## src/rtl/snake_pkg.sv

```systemverilog
// snake_pkg: shared types and constants for the snake game blocks
package snake_pkg;
    typedef enum logic [1:0] {PLACED, GEN, QUERY, DONE} state_t;
    localparam logic [15:0] LFSR_TAPS = 16'hB400;
    localparam int DEF_GRID_W = 64;
    localparam int DEF_GRID_H = 48;
    localparam int DEF_X_W = 7;
    localparam int DEF_Y_W = 6;
endpackage

```

## src/rtl/apple_spawner_if.sv

```systemverilog
// apple_spawner_if: occupancy query handshake between spawner and body tracker
interface apple_spawner_if import snake_pkg::*; #(
    parameter int X_W = DEF_X_W,
    parameter int Y_W = DEF_Y_W
);
    logic req;
    logic [X_W-1:0] x;
    logic [Y_W-1:0] y;
    logic ack;
    logic hit;
    modport master(output req, x, y, input ack, hit);
    modport slave(input req, x, y, output ack, hit);
endinterface

```

## src/rtl/lfsr16.sv

```systemverilog
// lfsr16: free-running 16-bit Galois LFSR that never holds zero
module lfsr16 import snake_pkg::*; #(
    parameter logic [15:0] SEED = 16'hACE1
) (
    input  logic        clk,
    input  logic        reset,
    output logic [15:0] q
);
    localparam logic [15:0] INIT = (SEED == 16'd0) ? 16'd1 : SEED;
    // shift right, folding the dropped bit back in through the taps
    always_ff @(posedge clk)
        q <= reset ? INIT : (q >> 1) ^ (q[0] ? LFSR_TAPS : 16'h0000);
endmodule

```

## src/rtl/apple_spawner.sv

```systemverilog
// apple_spawner: apple placement, eat detection, score and random respawn
module apple_spawner import snake_pkg::*; #(
    parameter int GRID_W = DEF_GRID_W,
    parameter int GRID_H = DEF_GRID_H,
    parameter int X_W = DEF_X_W,
    parameter int Y_W = DEF_Y_W,
    parameter int SCORE_W = 4,
    parameter int SCORE_MAX = 10,
    parameter int INIT_X = 15,
    parameter int INIT_Y = 33,
    parameter logic [15:0] LFSR_SEED = 16'hACE1
) (
    input  logic               clk,
    input  logic               reset,
    input  logic               head_valid,
    input  logic [X_W-1:0]     head_x,
    input  logic [Y_W-1:0]     head_y,
    apple_spawner_if.master    occ,
    output logic [X_W-1:0]     apple_x,
    output logic [Y_W-1:0]     apple_y,
    output logic               apple_valid,
    output logic [SCORE_W-1:0] score,
    output logic               eaten,
    output logic               win
);
    state_t state;
    logic [15:0] rnd;
    logic [X_W-1:0] cx, hx;
    logic [Y_W-1:0] cy, hy;
    logic [SCORE_W-1:0] nscore;
    logic reject;
    logic unused_bits;

    lfsr16 #(.SEED(LFSR_SEED)) u_lfsr (.clk(clk), .reset(reset), .q(rnd));

    // candidate bits wrap around the 16-bit LFSR when the coordinates need more
    for (genvar i = 0; i < X_W; i++) begin : g_cx
        assign cx[i] = rnd[i % 16];
    end
    for (genvar i = 0; i < Y_W; i++) begin : g_cy
        assign cy[i] = rnd[(X_W + i) % 16];
    end

    assign unused_bits = ^rnd;
    assign nscore = score + SCORE_W'(1);
    assign reject = (32'(cx) >= GRID_W) || (32'(cy) >= GRID_H) || (cx == hx && cy == hy);

    // eat detection, respawn search and occupancy handshake
    always_ff @(posedge clk) begin
        if (reset) begin
            state       <= PLACED;
            apple_x     <= X_W'(INIT_X);
            apple_y     <= Y_W'(INIT_Y);
            apple_valid <= 1'b1;
            score       <= '0;
            eaten       <= 1'b0;
            win         <= 1'b0;
            occ.req     <= 1'b0;
            occ.x       <= '0;
            occ.y       <= '0;
            hx          <= '0;
            hy          <= '0;
        end else begin
            eaten <= 1'b0;
            case (state)
                PLACED: if (head_valid && head_x == apple_x && head_y == apple_y) begin
                    eaten       <= 1'b1;
                    score       <= nscore;
                    apple_valid <= 1'b0;
                    hx          <= head_x;
                    hy          <= head_y;
                    win         <= nscore == SCORE_W'(SCORE_MAX);
                    state       <= (nscore == SCORE_W'(SCORE_MAX)) ? DONE : GEN;
                end
                GEN: if (!reject) begin
                    occ.x   <= cx;
                    occ.y   <= cy;
                    occ.req <= 1'b1;
                    state   <= QUERY;
                end
                QUERY: if (occ.ack) begin
                    occ.req <= 1'b0;
                    if (!occ.hit) begin
                        apple_x     <= occ.x;
                        apple_y     <= occ.y;
                        apple_valid <= 1'b1;
                    end
                    state <= occ.hit ? GEN : PLACED;
                end
                DONE: begin
                    apple_valid <= 1'b0;
                    win         <= 1'b1;
                end
                default: state <= PLACED;
            endcase
        end
    end
endmodule
```

## src/flat_wrapper.sv

```systemverilog
// flat-port wrapper written by rule: the top's interface ports become plain ports
module apple_spawner_flat import snake_pkg::*;
#(
    parameter int GRID_W = DEF_GRID_W,
    parameter int GRID_H = DEF_GRID_H,
    parameter int X_W = DEF_X_W,
    parameter int Y_W = DEF_Y_W,
    parameter int SCORE_W = 4,
    parameter int SCORE_MAX = 10,
    parameter int INIT_X = 15,
    parameter int INIT_Y = 33,
    parameter logic [15:0] LFSR_SEED = 16'hACE1
)
  (clk, reset, head_valid, head_x, head_y, apple_x, apple_y, apple_valid, score, eaten, win, occ_req, occ_x, occ_y, occ_ack, occ_hit);
  apple_spawner_if #(.X_W(X_W), .Y_W(Y_W)) occ_i ();
  input  logic clk;
  input  logic reset;
  input  logic head_valid;
  input  logic [X_W-1:0] head_x;
  input  logic [Y_W-1:0] head_y;
  output logic [X_W-1:0] apple_x;
  output logic [Y_W-1:0] apple_y;
  output logic apple_valid;
  output logic [SCORE_W-1:0] score;
  output logic eaten;
  output logic win;
  output wire logic [$bits(occ_i.req)-1:0] occ_req;
  output wire logic [$bits(occ_i.x)-1:0] occ_x;
  output wire logic [$bits(occ_i.y)-1:0] occ_y;
  input wire logic [$bits(occ_i.ack)-1:0] occ_ack;
  input wire logic [$bits(occ_i.hit)-1:0] occ_hit;
  assign occ_req = occ_i.req;
  assign occ_x = occ_i.x;
  assign occ_y = occ_i.y;
  assign occ_i.ack = occ_ack;
  assign occ_i.hit = occ_hit;
  apple_spawner #(.GRID_W(GRID_W), .GRID_H(GRID_H), .X_W(X_W), .Y_W(Y_W), .SCORE_W(SCORE_W), .SCORE_MAX(SCORE_MAX), .INIT_X(INIT_X), .INIT_Y(INIT_Y), .LFSR_SEED(LFSR_SEED)) u_core (.clk(clk), .reset(reset), .head_valid(head_valid), .head_x(head_x), .head_y(head_y), .occ(occ_i), .apple_x(apple_x), .apple_y(apple_y), .apple_valid(apple_valid), .score(score), .eaten(eaten), .win(win));
endmodule
```

## config.mk

```make
export PLATFORM = sky130hd
export DESIGN_NAME = apple_spawner_flat
export DESIGN_NICKNAME = d
export VERILOG_FILES = /design/src/rtl/snake_pkg.sv /design/src/rtl/apple_spawner_if.sv /design/src/rtl/lfsr16.sv /design/src/rtl/apple_spawner.sv /design/src/flat_wrapper.sv
export SDC_FILE = /design/constraint.sdc
export NUM_CORES = 1
export LEC_CHECK = 0
export ABC_AREA = 1
export BUFFER_PORTS_ARGS = -buffer_cell sky130_fd_sc_hd__buf_2
export CORE_AREA = 2 2 83 85
export DETAILED_ROUTE_END_ITERATION = 12
export DIE_AREA = 0 0 85 87
export GPL_ROUTABILITY_DRIVEN = 1
export MAX_ROUTING_LAYER = met4
export PLACE_DENSITY = 0.72
export SYNTH_ARGS = -nofsm -noshare
export SYNTH_HDL_FRONTEND = slang
export SYNTH_SLANG_ARGS = --single-unit
export TNS_END_PERCENT = 10
```

## constraint.sdc

```tcl
create_clock -name clk -period 3.3 [get_ports clk]
set_input_delay 0.165 -clock clk [delete_from_list [all_inputs] [get_ports clk]]
set_output_delay 0.165 -clock clk [all_outputs]
set_load 0.1 [all_outputs]
```

# Yosys cells after proc, flatten, opt, wreduce, memory -nomap -nowiden
# Cells that the tools add are included.
[classes]
bitwise_logic = 4
div = 0
shift = 0
add_sub_neg = 1
n_mux = 17
n_reduce_logical = 18
n_lt_le_gt_ge = 2
n_eq_ne = 12
n_mul = 0
[ops]
columns = ["cell", "count"]
rows = [
  ["two-way mux 16 bit", 1],
  ["XOR 15 x 16 -> 16 bit", 1],
  ["equality test 7 bit", 2],
  ["equality test 6 bit", 2],
  ["two-way mux 1 bit", 8],
  ["two-way mux 2 bit", 4],
  ["AND reduction 4 bit", 2],
  [">= comparator 7 bit, second input constant", 1],
  [">= comparator 6 bit, second input constant", 1],
  ["!= test 2 bit, second input constant", 3],
  ["case mux 2 bit (3 select lines)", 1],
  ["AND reduction 2 bit", 3],
  ["AND reduction 3 bit", 2],
  ["nonzero test 3 bit", 2],
  ["adder 4 x 1 -> 4 bit, second input constant", 1],
  ["equality test 2 bit, second input constant", 2],
  ["equality test 4 bit, second input constant", 1],
  ["case mux 1 bit (2 select lines)", 2],
  ["nonzero test 2 bit", 2],
  ["logical AND 1 bit", 3],
  ["inverter 1 bit", 3],
  ["case mux 1 bit (3 select lines)", 1],
  ["equality test 2 x 1 -> 1 bit, second input constant", 1],
  ["logical NOT 2 bit", 1],
  ["3 further kinds", 4],
]
[word_totals]
mem_bits_rw = 0
memories = 0
latch_bits = 0
word_cells = 67
out_inout_bits = 34
ff_bits = 65
romBits = 0

# Longest topological paths before layout
# Gate-level depths: netlist of the first run.
[logic_depth]
word_depth = 5
depth_mapped = 13
ltp_nobuf = 13

# By module
# Synthesis of the first run repeated with hierarchy kept, for this count alone.
[hier_totals]
cells_unflattened = 423
hier_area_um2 = 2997.9
[modules_own_cells]
columns = ["mod", "seq_area_each_um2", "area_each_um2", "n_inst", "cells_per_inst"]
rows = [
  ["apple_spawner", 980.9, 2523.7, 1, 372],
  ["lfsr16", 320.3, 474.2, 1, 51],
]

# Worst setup path before layout of the first run
# Ideal clock, no wire load.
[synth_path]
path_type = "reg2reg"
from = "register u_core.apple_x[0]"
to = "register u_core.score[3]"
period_less_slack_ns = 2.113
n_path_buf = 1
path_stages_with_launch = 12
slack_ns = 1.187
required_time_ns = 3.232
arrival_ns = 2.045
cell_sequence = "dfxtp_1 -> inv_1 -> nand2_1 -> o21ai_1 -> nor2_1 -> nand2_1 -> nor2_2 -> nand3_4 -> inv_4 -> buf_6 -> o21ai_1 -> a21oi_2"
[synth_between]
elab_chain_cells = 4
[synth_lines]
columns = ["item", "line_no", "rtl"]
rows = [
  ["start, declared", "apple_spawner.sv:19", "output logic [X_W-1:0] apple_x,"],
  ["start signal, assigned", "apple_spawner.sv:52", "apple_x <= X_W'(INIT_X);"],
  ["start signal, assigned", "apple_spawner.sv:84", "apple_x <= occ.x;"],
  ["equality test 7 bit", "apple_spawner.sv:66", "PLACED: if (head_valid && head_x == apple_x && head_y == apple_y) begin"],
  ["logical AND 1 bit (2 in series)", "apple_spawner.sv:66", ""],
  ["AND reduction 2 bit (no source line)", "--", ""],
  ["end signal, assigned", "apple_spawner.sv:68", "score <= nscore;"],
  ["end, declared", "apple_spawner.sv:22", "output logic [SCORE_W-1:0] score,"],
]
# No other way between the ends.
# A chain may end at the register's enable or synchronous reset.

# Final worst setup path of the first run
[layout_path]
from = "register u_core.u_lfsr.q[11]"
to = "register u_core.occ.y[5]"
[layout_between]
elab_chain_cells = 5
word_cells_on_any_way = 7
classes_between = "order compare (1); eq/ne (1); bitwise (1); reduce/logical (4)"
[layout_lines]
columns = ["item", "line_no", "rtl"]
rows = [
  ["start, declared", "lfsr16.sv:7", "output logic [15:0] q"],
  ["start signal, assigned", "lfsr16.sv:12", "q <= reset ? INIT : (q >> 1) ^ (q[0] ? LFSR_TAPS : 16'h0000);"],
  [">= comparator 6 bit or equality test 6 bit (tied branches)", "apple_spawner.sv:46", "assign reject = (32'(cx) >= GRID_W) || (32'(cy) >= GRID_H) || (cx == hx && cy == hy);"],
  ["logical OR 1 bit or logical AND 1 bit (tied branches)", "apple_spawner.sv:46", ""],
  ["logical OR 1 bit (*)", "apple_spawner.sv:46", ""],
  ["inverter 1 bit (no source line) (*)", "--", ""],
  ["AND reduction 2 bit (no source line) (*)", "--", ""],
  ["end signal, assigned", "apple_spawner.sv:77", "occ.y <= cy;"],
  ["end, declared", "apple_spawner_if.sv:11", "modport master(output req, x, y, input ack, hit);"],
]
# Mark *: on every way between the ends. The rest lies on a longest branch, timed or not.

==> results of run 1 <==
[power by group through the flow]
stage          Combinational (mW)  Clock [mW]  Sequential [mW]
4_1_cts                     0.567       0.622            0.881
6_report                    0.566       0.611            0.881
3_5_place_dp                0.567           0            0.898
3_3_place_gp                0.562           0            0.897
2_1_floorplan               0.227           0             1.13
5_1_grt                     0.613       0.655            0.888
[sequential cells by signal, indices dropped and copies added (netlist names), 2 cells and up]
signal	flops
u_core.hx	7
u_core.hy	6
u_core.apple_x	7
u_core.occ.x	7
u_core.apple_y	6
u_core.score	4
u_core.state	2
u_core.u_lfsr.q	16
u_core.occ.y	6
[cell families (layout without fill, tap and decap cells)]
kind of cell / Yosys count / count (layout) / share of synthesized area, %
compound gates: 91 / 91 / 17.9
xor+xnor: 5 / 5 / 1.54
fa+ha+maj: 6 / 6 / 2.63
buf+inv: 79 / 135 / 11.1
flops: 65 / 65 / 45.7
simple gates: 145 / 145 / 21.2
[area by class of cell]
| class | instances | area (sq um) | share of cell area (%) |
|---|---|---|---|
| sequential | 65 | 1300 | 39.0 |
| tap | 80 | 100 | 3.00 |
| multi-input combinational | 247 | 1230 | 36.9 |
| clock buffer | 12 | 165 | 4.95 |
| clock inverter | 3 | 15.0 | 0.450 |
| timing repair buffer | 53 | 270 | 8.10 |
| inverter | 67 | 254 | 7.61 |
[critical path, delay by kind of cell (launching register included)]
family | cells | cell delay [ns]
simple gates | 5 | 0.81
compound gates | 2 | 0.43
flops | 1 | 0.35
[per-layer routing]
metal / vias up / share of wire, %
li1: 1332 / -
met1: 1142 / 46
met2: 58 / 46
met3: 11 / 5.1
met4: 0 / 2.0
met5: - / 0
[metrics by stage]
step / instances / power [mW]
3_5_place_dp: 512 / 1.47
2_1_floorplan: 391 / 1.36
3_3_place_gp: 512 / 1.46
6_report: 527 / 2.06
4_1_cts: 527 / 2.07
5_1_grt: 527 / 2.16
[worst paths after layout]
check                           slack, ns  cells past startpoint             endpoint
worst max-delay path                 1.58                      7      u_core.occ.y[5]
worst min-delay path                 0.08                      3         u_core.hx[6]
worst max register to register       1.58                      7      u_core.occ.y[5]
worst min register to register       0.41                      2  u_core.u_lfsr.q[14]
[cell usage after synthesis, drive strengths merged]
cell / instances
nand3: 8
nand4: 1
a21oi: 41
o21ai: 37
or2: 5
o211ai: 8
dfxtp: 65
a31oi: 1
nor3: 1
xnor2: 3
a211oi: 3
nor2: 41
ha: 6
o21a: 1
clkbuf: 7
buf: 5
inv: 67
xor2: 2
nand2: 89
==> impl_metrics.yaml, run 1 <==
logic_synthesis:
  ys_types: 30
  yosys_warnings: 0
  synth_top_cell_by_area: "dfxtp_1"
  synth_nets: 415
  ys_seq_area_share_pct: 45.7
  synth-seq-cells: 65
  synth_top_area_share_pct: 45.7
  syn-cell-area_sq_um: 2850
  avgSynthCellArea_sq_um: 7.29
  synth.area.top_cells: "dfxtp_1 46%, nand2_1 12%, inv_1 8.4%"
  syn_inst: 391
pwr:
  peakVddDrop_mv: 0.247
  pwr-share-seq_pct: 42.8
  pwr-share-clk_pct: 29.7
  p_int_mw: 1.29
  p_sw_uw: 765
  p_comb_share_pct: 27.5
  swShare_pct: 37.2
  powerDensity_nw_per_um2: 617
  leakage_nw: 1.59
cts:
  htree_levels: 3
  path_clk_slew_ns: 0.07
  numClockSinks: 65
  postCtsHoldBufs: 0
  clockRootBuffer: "clkbuf_8"
  post_cts_buffers: 0
  cts_tree: "built"
  cts_buffers: 9
  ctsResizeCount: 0
  cts.path.max_buffers: 2
  clock_latency_ns: 0.34
sta:
  setup_viol_count_final: 0
  worst_pin_slew_ns: 0.605
  setup_tns_ns: 0
  setup_slack_ns: 1.58
  holdWs_ns: 0.0799
  final.period_utilization_pct: 52.2
  fin_skew_ns: 0.00651
  grt_setup_unrepaired: "no"
  worst_slew_margin_rel_pct: 59.6
  final-hold-violation-count: 0
  max_freq_ghz: 0.581
  report.final.slew_viol_count: 0
  period_needed_ns: 1.72
placement:
  preCtsSetupSlack_ns: 1.60
  place_area_sq_um: 3160
  gp_congestion: 0.876
  port_buffers: 51
  post-dp-hpwl_microns: 4630
detailed_routing:
  vias: 2543
  viasPerCell: 4.83
  drc: 0
  drt-wirelength-per-cell_microns: 12.1
  drtIter0Drc: 131
  dr.pass1.iters: 4
  drt_wl_total_microns: 6400
  ant_nets: 0
global_routing:
  grt_use_met2_pct: 28.9
  grt_start_max_net_pins: 27
  grt_pass1_vias: 2265
  use_met1_pct: 23.4
  grt_pass1_wl_microns: 10500
  grt_util_met3_pct: 2.84
  antenna_found_initial: 0
  grt_usage_pct: 18.7
  grt.overflow.total: 0
  grt-busiest-layer: "met2"
critical_path:
  critPathArrivalTime_ns: 1.94
  critPathMaxFanout: 25
  crit_slowest_cell: "nand3_2"
  required_ns: 3.52
  end_kind: "register"
  critPathMaxStageDelay_ns: 0.37
  critical_path_class: "register to register"
  worstPathCellList: "or2_0 > nand3_1 > nor2_1 > nand2_1 > nand3_2 > o21ai_0 > a21oi_1"
  crit_start: "u_core.u_lfsr.q[11]"
  rr_startpoint: "u_core.u_lfsr.q[11]"
  startpoint_type: "register"
worst_hold_path:
  hold_class: "input port to register"
  hold_path_startpoint: "head_x[6]"
layout:
  num_antenna_cells: 0
  synthToLayoutAreaGrowth_pct: 17.1
  fin_nets: 467
  layout_commonest_cell: "nand2_1"
  fill_cells: 641
  post-route-util_pct: 50.8
  layout-drive-gt1-share_pct: 19.0
  final_area_sq_um: 3340
  final_cell_mix: "89 x nand2_1, 65 x dfxtp_1, 64 x inv_1, 51 x buf_2, 39 x nor2_1"
die:
  io_pins: 52
  row_count: 30
  die-area_sq_um: 7400
  initial_core_util_pct: 43.4
  die_w_microns: 85
  fp.dieH_microns: 87
  coreArea_sq_um: 6570
job:
  cap_violations: 0
outcome:
  outcome: "completed"
Power figures use the tool's default switching activity.
==> inputs of run 2 (changes only) <==
==> constraint.sdc (replaced) <==
create_clock -name clk -period 1.75 [get_ports clk]
set_input_delay 0.0875 -clock clk [delete_from_list [all_inputs] [get_ports clk]]
set_output_delay 0.0875 -clock clk [all_outputs]
set_load 0.1 [all_outputs]
==> run 2 against run 1 <==
Register-to-register slack worse by 1.4 ns. Count of clock-buffer cells in the layout is 2 higher. Clock power grew 120%. Die area unchanged. Via count fell by 0.43%. Sequential share of layout area decreased by 0.44 points. Worst setup slack got worse by 1.4 ns. Total power rose by 98%. Design area rose by 3.7%. Combinational power grew 93%.
==> impl_metrics.yaml, run 2 (synthesis gave the netlist of run 1 again) <==
critical_path:
  cpMostUsedCell: "nand2_1"
  startpoint_type: "register"
  crit_start: "u_core.apple_x[6]"
  timing.rr.end: "u_core.score[2]"
  endpoint: "u_core.score[2]"
  required_ns: 2.02
  worstPathCellList: "inv_1 > nand2_1 > nand2_1 > nor2_1 > nand2_1 > nor2_4 > nand3_4 > inv_6 > o21ai_0 > a21oi_1"
  critPathArrivalTime_ns: 1.83
  ff2ff_path_depth: 10
  critical_path_class: "register to register"
  rrSetupSlack_ns: 0.20
  end_kind: "register"
  critPathMaxFanout: 26
  critPathMaxStageDelay_ns: 0.35
  rr_startpoint: "u_core.apple_x[6]"
  crit_slowest_cell: "dfxtp_4"
layout:
  largest_reg_flops: 16
  layout-drive-gt1-share_pct: 23.0
  fin_nets: 471
  synthToLayoutAreaGrowth_pct: 21.4
  final_area_sq_um: 3460
  fill_cells: 624
  multi_input_area_sq_um: 1230
  num_antenna_cells: 0
  final_cell_mix: "88 x nand2_1, 64 x inv_1, 51 x buf_2, 49 x dfxtp_1, 39 x nor2_1"
  regArea_sq_um: 1330
  layout_commonest_cell: "nand2_1"
  largest-register: "u_core.u_lfsr.q"
die:
  die_w_microns: 85
  initial_core_util_pct: 43.4
  coreArea_sq_um: 6570
  fp.dieH_microns: 87
  row_count: 30
  die-area_sq_um: 7400
  io_pins: 52
sta:
  setup_slack_ns: 0.199
  setup_tns_ns: 0
  grt_setup_unrepaired: "no"
  setup_viol_count_final: 0
  report.final.slew_viol_count: 0
  worst_pin_slew_ns: 0.498
  fin_skew_ns: 0.0114
  period_needed_ns: 1.55
  max_freq_ghz: 0.645
  final.period_utilization_pct: 88.6
  worst_slew_margin_rel_pct: 67.0
  holdWs_ns: 0.00863
  final-hold-violation-count: 0
placement:
  post-dp-hpwl_microns: 4570
  port_buffers: 51
  place_area_sq_um: 3240
  gp_congestion: 0.795
  preCtsSetupSlack_ns: 0.168
global_routing:
  grt_pass1_wl_microns: 10700
  grt_pass1_vias: 2310
  grt.overflow.total: 0
  grt_usage_pct: 19.0
  grt_start_max_net_pins: 46
  antenna_found_initial: 0
worst_hold_path:
  hold_class: "input port to register"
cts:
  clockRootBuffer: "clkbuf_8"
  numClockSinks: 65
  htree_levels: 3
  cts.path.max_buffers: 2
  cts_buffers: 9
  path_clk_slew_ns: 0.07
  cts_tree: "built"
  post_cts_buffers: 0
  clock_latency_ns: 0.35
pwr:
  pwr-share-clk_pct: 32.4
  p_int_mw: 2.62
  peakVddDrop_mv: 0.480
  powerDensity_nw_per_um2: 1180
  leakage_nw: 1.63
  total_power_mw: 4.07
  p_sw_mw: 1.45
  pwr-share-seq_pct: 40.9
  p_comb_share_pct: 26.7
  swShare_pct: 35.7
job:
  cap_violations: 0
detailed_routing:
  viasPerCell: 4.76
  drc: 0
  drt-wirelength-per-cell_microns: 12.2
  vias: 2532
  drtIter0Drc: 149
  ant_nets: 0
  drt_wl_total_microns: 6480
  dr.pass1.iters: 5
outcome:
  outcome: "completed"
==> run 2: stage by stage <==
stage | instances | utilization, %
after floorplan | 391 | -
after global placement | 515 | 49.3
after detailed placement | 515 | 49.3
after CTS | 532 | 52.6
after global routing | 532 | 52.7
final | 532 | 52.7
==> run 2: how the worst min path moves through the flow <==
stage,start,end,slack [ns],cells past startpoint
final,head_y[1],u_core.hy[1],0.009,3
after detailed placement,head_y[5],u_core.hy[5],0.35,3
after floorplan,head_x[6],u_core.hx[6],0.22,2
after global routing,head_x[6],u_core.hx[6],0.02,3
after global placement,head_y[5],u_core.hy[5],0.35,3
after CTS,head_x[2],u_core.hx[2],0.003,3
==> run 2: final cells by class <==
cell class                      count  share of cell area [%]
Sequential cell                    65                    38.6
Multi-Input combinational cell    247                    35.7
Timing Repair Buffer               57                    9.48
Inverter                           67                    7.41
Clock buffer                       14                    4.99
Tap cell                           80                    2.89
Clock inverter                      2                    1.01
==> run 2: repair_timing <==
action                                  CTS  global route
hold endpoints to repair                  1             0
hold buffers                              1             0
gates resized for setup                   0             2
endpoints found under the setup margin    0             5
==> run 2: worst max-delay path, delay by kind of cell, from the launching register on <==
family                 cells  cell delay, ns
AOI/OAI and AO/OA          2            0.24
and+or+nand+nor            6            0.64
DFF                        1            0.35
buffers and inverters      2            0.24
==> run 2: routing by layer <==
layer,vias up,global-route usage [%],share of wire (%)
li1,1336,-,-
met5,-,-,0
met2,55,31.1,48
met3,12,3.41,4.7
met1,1129,23.1,45
met4,0,8.23,2.0
==> run 2: power groups by stage <==
stage / logic (mW) / registers (mW) / clock network, mW
floorplan: 0.427 / 2.14 / 0
global placement: 1.06 / 1.69 / 0
detailed placement: 1.08 / 1.70 / 0
CTS: 1.09 / 1.66 / 1.35
global route: 1.18 / 1.68 / 1.40
finish: 1.09 / 1.66 / 1.32
==> inputs of run 3 (changes only) <==
--- a/config.mk
+++ b/config.mk
@@ -7,12 +7,12 @@
 export LEC_CHECK = 0
 export ABC_AREA = 1
 export BUFFER_PORTS_ARGS = -buffer_cell sky130_fd_sc_hd__buf_2
-export CORE_AREA = 2 2 83 85
+export CORE_AREA = 2 2 86 88
 export DETAILED_ROUTE_END_ITERATION = 12
-export DIE_AREA = 0 0 85 87
+export DIE_AREA = 0 0 88 90
 export GPL_ROUTABILITY_DRIVEN = 1
 export MAX_ROUTING_LAYER = met4
-export PLACE_DENSITY = 0.72
+export PLACE_DENSITY = 0.69
 export SYNTH_ARGS = -nofsm -noshare
 export SYNTH_HDL_FRONTEND = slang
 export SYNTH_SLANG_ARGS = --single-unit
==> constraint.sdc (replaced) <==
create_clock -name clk -period 1.8 [get_ports clk]
set_input_delay 0.09 -clock clk [delete_from_list [all_inputs] [get_ports clk]]
set_output_delay 0.09 -clock clk [all_outputs]
set_load 0.1 [all_outputs]
==> run 3 against run 2 <==
Final cell count grew 3.9%. Core utilization shrank 3.2 points. Clock skew shrank 0.0030 ns. Combinational power shrank 4%. Total power shrank 2.7%. Flip-flop and latch count is the same. Critical path depth grew 1. Sequential share of layout area shrank 0.59 points. Sequential power is essentially flat. Worst hold slack gained 0.017 ns. Die area grew 7.1%. Non-clock buffer count grew 2. Largest cell class unchanged. Largest power group unchanged.
==> impl_metrics.yaml, run 3 (synthesis gave the netlist of run 1 again) <==
die:
  die_w_microns: 88
  row_count: 31
  fp.dieH_microns: 90
  coreArea_sq_um: 7020
  io_pins: 52
  initial_core_util_pct: 40.6
  die-area_sq_um: 7920
critical_path:
  startpoint_type: "input port"
  critPathMaxStageDelay_ns: 0.53
  critPathMaxFanout: 26
  end_kind: "register"
  ff2ff_path_depth: 10
  worstPathCellList: "dlygate4sd3_1 > buf_2 > nand2_1 > nand2_1 > nor2_1 > nand2_1 > nor2_4 > nand3_4 > inv_4 > a21oi_1 > o21a_1"
  timing.rr.end: "u_core.score[0]"
  critPathArrivalTime_ns: 1.85
  required_ns: 2.04
  crit_slowest_cell: "dlygate4sd3_1"
  rr_startpoint: "u_core.apple_x[6]"
  cpMostUsedCell: "nand2_1"
  rrSetupSlack_ns: 0.22
  critical_path_class: "input port to register"
layout:
  final_area_sq_um: 3470
  layout_commonest_cell: "nand2_1"
  fin_nets: 473
  num_antenna_cells: 0
  largest_reg_flops: 16
  synthToLayoutAreaGrowth_pct: 21.8
  largest-register: "u_core.u_lfsr.q"
  final_cell_mix: "89 x nand2_1, 64 x inv_1, 52 x dfxtp_1, 51 x buf_2, 39 x nor2_1"
  layout-drive-gt1-share_pct: 22.5
cts:
  htree_levels: 3
  cts_tree: "built"
  numClockSinks: 65
  cts.path.max_buffers: 2
  post_cts_buffers: 0
  cts_buffers: 9
  clockRootBuffer: "clkbuf_8"
  clock_latency_ns: 0.35
  path_clk_slew_ns: 0.07
pwr:
  leakage_nw: 1.64
  powerDensity_nw_per_um2: 1140
  p_sw_mw: 1.42
  peakVddDrop_mv: 0.436
  pwr-share-seq_pct: 41.0
  swShare_pct: 35.8
  p_int_mw: 2.54
  pwr-share-clk_pct: 32.5
  p_comb_share_pct: 26.5
  total_power_mw: 3.96
global_routing:
  antenna_found_initial: 0
  grt_pass1_wl_microns: 11100
  grt.overflow.total: 0
  grt_usage_pct: 18.6
  grt_start_max_net_pins: 33
  grt_pass1_vias: 2431
detailed_routing:
  drt-wirelength-per-cell_microns: 12.0
  drt-met1-wl_microns: 3110
  met2WireLength_microns: 3150
  drtIter0Drc: 143
  viasPerCell: 4.64
  vias: 2565
  wl_met3_microns: 190
  dr.pass1.iters: 4
  topRoutingLayerUsed: "met4"
  drc: 0
  ant_nets: 0
  drt_wl_total_microns: 6660
placement:
  port_buffers: 51
  place_area_sq_um: 3250
  post-dp-hpwl_microns: 4830
  preCtsSetupSlack_ns: 0.190
  gp_congestion: 0.806
worst_hold_path:
  whs_endpoint: "u_core.hx[5]"
  hold_path_startpoint: "head_x[5]"
  hold_class: "input port to register"
  worstHoldPathCells: 3
sta:
  final.period_utilization_pct: 89.4
  setup_slack_ns: 0.191
  worst_pin_slew_ns: 0.510
  period_needed_ns: 1.61
  max_freq_ghz: 0.621
  grt_setup_unrepaired: "no"
  worst_slew_margin_rel_pct: 66.3
  holdWs_ns: 0.0254
  final-hold-violation-count: 0
  setup_tns_ns: 0
  fin_skew_ns: 0.00836
  setup_viol_count_final: 0
  report.final.slew_viol_count: 0
job:
  cap_violations: 0
outcome:
  outcome: "completed"
[run 3: layout make-up]
| type | count | area, sq um |
|---|---|---|
| clock buffers | 14 | 173 |
| clock inverters | 2 | 35.0 |
| fillers | 708 | 3550 |
| inverters | 67 | 254 |
| multi-input cells | 247 | 1240 |
| flip-flops and latches | 65 | 1320 |
| well taps | 99 | 124 |
| repair buffers | 59 | 330 |
[run 3: how the worst max path moves through the flow]
stage                                  from  slack [ns]                 to
after floorplan             u_core.score[0]       -0.16    u_core.state[1]
after global placement      u_core.state[0]        0.25  u_core.apple_y[2]
after global routing      u_core.apple_y[1]       0.009       u_core.hx[5]
final                             head_x[6]        0.19    u_core.score[0]
after CTS                   u_core.state[0]        0.17  u_core.apple_y[2]
after detailed placement    u_core.state[0]        0.19  u_core.apple_y[2]
[run 3: power groups by stage]
stage | Sequential [mW] | Combinational, mW | Clock (mW)
after detailed placement | 1.66 | 1.04 | 0
after global routing | 1.64 | 1.13 | 1.39
after CTS | 1.62 | 1.05 | 1.31
after global placement | 1.65 | 1.03 | 0
after floorplan | 2.08 | 0.415 | 0
final | 1.63 | 1.05 | 1.29
[run 3: critical path, delay by kind of cell]
kind                   cells  cell delay (ns)
AOI/OAI and AO/OA          2             0.22
and+or+nand+nor            6             0.63
buffers and inverters      3             0.91
[run 3: repair_timing]
action,in CTS,in global routing
hold buffers,1,0
gates resized for setup,0,1
endpoints found under the hold margin,1,0
endpoints found under the setup margin,0,1
[run 3: stage by stage]
stage | instances | utilization, %
3_5_place_dp | 536 | 46.2
4_1_cts | 553 | 49.3
6_report | 553 | 49.4
2_1_floorplan | 391 | -
3_3_place_gp | 536 | 46.2
5_1_grt | 553 | 49.4
[run 3: per-layer routing]
metal,vias to the layer above,track usage [%]
met5,-,-
met4,0,9.87
met3,19,4.22
met2,57,29.0
met1,1149,22.2
li1,1340,-
